File: config.mk
export PLATFORM = sky130hd
export DESIGN_NAME = ram_arbiter
export DESIGN_NICKNAME = d
export VERILOG_FILES = /design/src/rtl/ram_arb_pkg.sv /design/src/rtl/ram_arbiter.sv
export SDC_FILE = /design/constraint.sdc
export NUM_CORES = 1
export LEC_CHECK = 0
export ABC_AREA = 1
export CORE_AREA = 2 2 79 81
export CTS_BUF_LIST = sky130_fd_sc_hd__clkbuf_16
export CTS_CLUSTER_DIAMETER = 30
export DETAILED_ROUTE_END_ITERATION = 8
export DIE_AREA = 0 0 81 83
export MAX_ROUTING_LAYER = met4
export PLACE_DENSITY = 0.81
export SLEW_MARGIN = 20
export SYNTH_ARGS = -nofsm -noshare
export SYNTH_HDL_FRONTEND = slang
export SYNTH_SLANG_ARGS = --single-unit
File: constraint.sdc
create_clock -name clk -period 2.85 [get_ports clk]
set_clock_uncertainty 0.05 [all_clocks]
set_input_delay 0.855 -clock clk [delete_from_list [all_inputs] [get_ports clk]]
set_output_delay 0.855 -clock clk [all_outputs]
set_load 0.1 [all_outputs]
File: src/rtl/ram_arb_pkg.sv
// Shared definitions for the RAM arbiter: read-owner encoding and default sizes.
package ram_arb_pkg;

  localparam int DEF_AW            = 16;
  localparam int DEF_DW            = 32;
  localparam int DEF_VGA_BURST_MAX = 8;

  typedef enum logic [1:0] {
    OWN_NONE = 2'd0,
    OWN_VGA  = 2'd1,
    OWN_CPU  = 2'd2,
    OWN_IO   = 2'd3
  } owner_e;

endpackage

File: src/rtl/ram_arbiter.sv
// Three-way arbiter (VGA, CPU, IO) in front of a single-port RAM with
// one-cycle read latency; read data returns on a shared bus tagged by rvalid.
module ram_arbiter
  import ram_arb_pkg::*;
#(
  parameter int AW            = DEF_AW,
  parameter int DW            = DEF_DW,
  parameter int VGA_BURST_MAX = DEF_VGA_BURST_MAX
) (
  input  logic          clk,
  input  logic          reset,
  input  logic          vga_req,
  input  logic [AW-1:0] vga_addr,
  output logic          vga_gnt,
  input  logic          cpu_req,
  input  logic          cpu_we,
  input  logic [AW-1:0] cpu_addr,
  input  logic [DW-1:0] cpu_wdata,
  output logic          cpu_stall,
  input  logic          io_req,
  input  logic [AW-1:0] io_addr,
  output logic          io_gnt,
  output logic [DW-1:0] rdata,
  output logic          vga_rvalid,
  output logic          cpu_rvalid,
  output logic          io_rvalid,
  output logic [AW-1:0] ram_address,
  output logic [DW-1:0] ram_data,
  output logic          ram_wren,
  input  logic [DW-1:0] ram_q
);

  localparam int BW = $clog2(VGA_BURST_MAX + 1);
  localparam logic [BW-1:0] BURST_MAX = BW'(VGA_BURST_MAX);

  // Handshake: a requester holds req (with addr/data) for as long as it wants
  // access; a grant is valid only in the cycle it is shown and is never
  // remembered. Read data for a granted read appears exactly one cycle later,
  // qualified by that requester's rvalid. CPU sees its grant as !cpu_stall.

  logic [BW-1:0] burst_cnt;
  logic          rr;         // 0 prefers CPU, 1 prefers IO
  owner_e        owner;

  logic other_req;
  logic vga_capped;
  logic vga_win;
  logic cpu_win;
  logic io_win;

  always_comb begin
    other_req  = cpu_req | io_req;
    vga_capped = (burst_cnt == BURST_MAX) && other_req;
    vga_win    = reset && vga_req && !vga_capped;
    cpu_win    = reset && !vga_win && cpu_req && (!io_req || !rr);
    io_win     = reset && !vga_win && io_req && (!cpu_req || rr);
  end

  assign vga_gnt   = vga_win;
  assign io_gnt    = io_win;
  assign cpu_stall = cpu_req & ~cpu_win;
  assign ram_wren  = cpu_win & cpu_we;

  always_comb begin
    ram_address = '0;
    ram_data    = '0;
    if (vga_win) begin
      ram_address = vga_addr;
    end else if (cpu_win) begin
      ram_address = cpu_addr;
      ram_data    = cpu_wdata;
    end else if (io_win) begin
      ram_address = io_addr;
    end
  end

  always_ff @(posedge clk) begin
    if (!reset) begin
      burst_cnt <= '0;
      rr        <= 1'b0;
      owner     <= OWN_NONE;
    end else begin
      // The streak only grows while someone else is actually being held off.
      if (!vga_win) begin
        burst_cnt <= '0;
      end else if (other_req && burst_cnt != BURST_MAX) begin
        burst_cnt <= burst_cnt + BW'(1);
      end
      if (cpu_win || io_win) begin
        rr <= ~rr;
      end
      if (vga_win) begin
        owner <= OWN_VGA;
      end else if (cpu_win && !cpu_we) begin
        owner <= OWN_CPU;
      end else if (io_win) begin
        owner <= OWN_IO;
      end else begin
        owner <= OWN_NONE;
      end
    end
  end

  // Gated by reset so a read granted just before reset never reports.
  assign vga_rvalid = reset && (owner == OWN_VGA);
  assign cpu_rvalid = reset && (owner == OWN_CPU);
  assign io_rvalid  = reset && (owner == OWN_IO);
  assign rdata      = ram_q;

endmodule

==> summary.txt <==
Routing
  – DR vias/cell: 4.234
  – Post-DRT Antenna Nets: 0
  – # DRC: 0
  – Vias: 1897
  – Final WL: 6108 um
  – WL per Instance: 13.63 um
  – Length of the first detailed-routing pass in iterations: 4
  – Iter 0 DRT Violations: 23

Yosys
  – Synth cell types: 20
  – Mux cell area share after synthesis: 0
  – Ys Warns: 0
  – Syn Inst Count: 242
  – Syn Area/Cell: 5.522 sq um
  – Post-Synth Adder-Cell Area: 0.01873
  – Post-synth EDFFs: 0
  – Synth top area share: 0.1910
  – Post-synthesis async set-or-reset flop share: 0
  – Sequential area share after synthesis: 0.1049
  – Cell taking the most area after synthesis: buf_4
  – Simple-gate share of the synthesized area: 0.3558
  – Xor and xnor area share after synthesis: 0.01311
  – Largest family of logic cells by synthesized area: buffers and inverters
  – Area contributors post-synth: buf_4 19%, inv_1 17%, nand2_1 12%, nor2_1 11%, dfxtp_1 10%
  – Most frequent cell after synthesis: inv_1
  – Syn nets: 362
  – Synth top cells by count: 59 x inv_1, 43 x nand2_1, 39 x nor2_1, 34 x buf_4, 18 x nand3_1
  – Synth Area in Compound Gates: 0.08895
  – Yosys reg bits: 7
  – Post-Syn Area: 1336 sq um
  – Ys flop type: dfxtp_1

Die
  – # IOs: 205
  – Die height: 83 um
  – Die X: 81 um
  – Rows: 28
  – Initial Utilization: 0.2298
  – Die area: 6723 sq um
  – Core area: 5816 sq um

Finish
  – Design Area, Final: 4158 sq um
  – Area growth from synthesis to layout: 211.1%
  – Share of layout cells above drive strength 1: 0.5121
  – FILL cells: 441
  – # diodes: 0
  – Fin nets: 494

Status
  – Status: complete, but fails checks
  – Failing checks: negative setup slack

Timing
  – Fmax: 0.3417 GHz
  – Final Setup Violations: 47
  – RSZ-0062 raised after global routing: yes
  – Fin. Hold Viols: 0
  – Final period util: 1.027
  – Final worst path period need: 2.926 ns
  – Worst hold slack: 0.4530 ns
  – Final worst slack: -0.07642 ns
  – Max-slew violations: 0
  – Actual slew at the worst max-slew pin: 0.2596 ns
  – Final TNS setup: -1.716 ns
  – Max_slew headroom: 0.8266

Clocking
  – Clock-pin slew on the worst setup and hold paths: 0.03 ns
  – Max Buffers Root-to-Sink: 2
  – CTS tree: yes
  – Number of CTS-inserted buffers: 3
  – H-tree level count: 1
  – Worst skew pair latency: 0.23 ns
  – CTS root buffer: clkbuf_16
  – TritonCTS Sinks: 7

Worst setup path
  – Crit start category: primary input
  – CP max FO: 8
  – Crit path cell chain: buf_8 -> buf_4 -> a21oi_4 -> nand2_4 -> inv_1 -> nand2_1 -> nand3_4 -> buf_12
  – R2R Path End: rr
  – R2R setup slack: 1.09 ns
  – Cells on worst reg2reg path: 11
  – Crit path largest cell delay: 0.24 ns
  – Critical Path RT: 1.95 ns
  – Crit path max-delay cell type: a21oi_4
  – FF-to-FF Start: burst_cnt[0]
  – CP endpoint kind: primary output
  – Worst endpoint data arrival time: 2.02 ns
  – Crit path kind: in2out

GRT
  – Pin count of the biggest net entering global routing: 16
  – Gr usage total: 0.1781
  – First-pass GRT wire length: 9349 um
  – Initial antenna violation count: 0
  – Vias in the first global route: 2012
  – Grt total ovfl: 0

Hold path
  – Min-Delay Path Class: reg2reg
  – Hold depth: 2
  – Worst hold start: burst_cnt[0]
  – Hold EP: burst_cnt[0]

Job
  – Max Cap Viol: 0

Power
  – Static Leak: 0.001726 uW
  – Final Power: 1242 uW
  – VDD IR-drop max: 270.1 uV
  – Pwr Density: 298.7 nW/um^2

Placed design
  – Routability cong.: 0.7502
  – DP Area: 3771 sq um
  – IO buf count: 140
  – DP HPWL: 4867 um
==> stage by stage <==
step	utilization	setup slack, ns	instances
6_report	0.7149	-0.07642	448
5_1_grt	0.7149	-0.1374	448
4_1_cts	0.6932	-0.08273	445
3_5_place_dp	0.6485	-0.6468	435
3_3_place_gp	0.6485	-0.5611	435
2_1_floorplan	-	-0.3946	242
==> critical path: cells and delay by family <==
kind	cells	cell delay, ns
AND/OR/NAND/NOR	3	0.37
buffers and inverters	4	0.55
AO/OA/AOI/OAI	1	0.24
==> how the worst max path moves through the flow <==
stage | startpoint | to
after detailed placement | cpu_req | ram_address[8]
after floorplan | cpu_req | ram_address[14]
final | io_req | ram_address[14]
after global placement | cpu_req | ram_address[10]
after CTS | io_req | ram_address[8]
after global routing | io_req | ram_address[14]
==> per-layer routing <==
| metal | global-route usage | share of wire | vias up |
|---|---|---|---|
| li1 | - | - | 935 |
| met3 | 0.04239 | 0.070 | 12 |
| met4 | 0.05239 | 0.017 | 0 |
| met5 | - | 0 | - |
| met2 | 0.3373 | 0.59 | 79 |
| met1 | 0.1743 | 0.32 | 871 |
==> registers in the layout (all words and copies together), names as in the netlist <==
name and cells:
burst_cnt 4, owner 2, rr 1
==> power by group <==
part | internal, uW | switching [uW] | total [uW]
clock network | 182 | 51.6 | 234
logic | 377 | 525 | 901
registers | 104 | 3.02 | 107
==> cell type report <==
cell class | count | area, sq um | area share
sequential | 7 | 140.1 | 0.03370
timing repair buffer | 168 | 2325 | 0.5591
inverter | 60 | 289.0 | 0.06952
clock inverter | 1 | 3.754 | 0.0009028
clock buffer | 3 | 75.07 | 0.01806
tap | 75 | 93.84 | 0.02257
multi-input combinational | 134 | 1231 | 0.2961
==> cell usage in the layout (no fill, tap or decap), types with 2 or more instances in the layout <==
cell	count
buf_12	62
nand3_1	7
nand2_1	32
clkbuf_16	5
nor3_2	3
nand3_4	5
ha_1	2
nand3_2	6
o21ai_4	13
nor2_4	37
clkdlybuf4s50_1	81
nand2_8	2
buf_6	6
o21ai_2	2
inv_1	42
nand2_4	5
inv_2	2
buf_4	13
nand2_2	8
nor2_1	4
clkinvlp_4	17
a21oi_1	2
dfxtp_1	7
==> logic make-up after synthesis <==
| family | Yosys count |
|---|---|
| AOI/OAI and AO/OA | 20 |
| xor gates and xnor gates | 2 |
| adders and majority gates | 2 |
| buffers and inverters | 101 |
| DFF | 7 |
| and+or+nand+nor | 110 |
==> what timing repair did <==
item / in CTS / in global routing
resized for setup: 37 / 18
endpoints found under the setup margin: 55 / 51
cloned: 1 / 2
pin swaps: 5 / 5
hold buffers: 0 / 0
setup buffers: 5 / 1
Power figures use the tool's default switching activity.
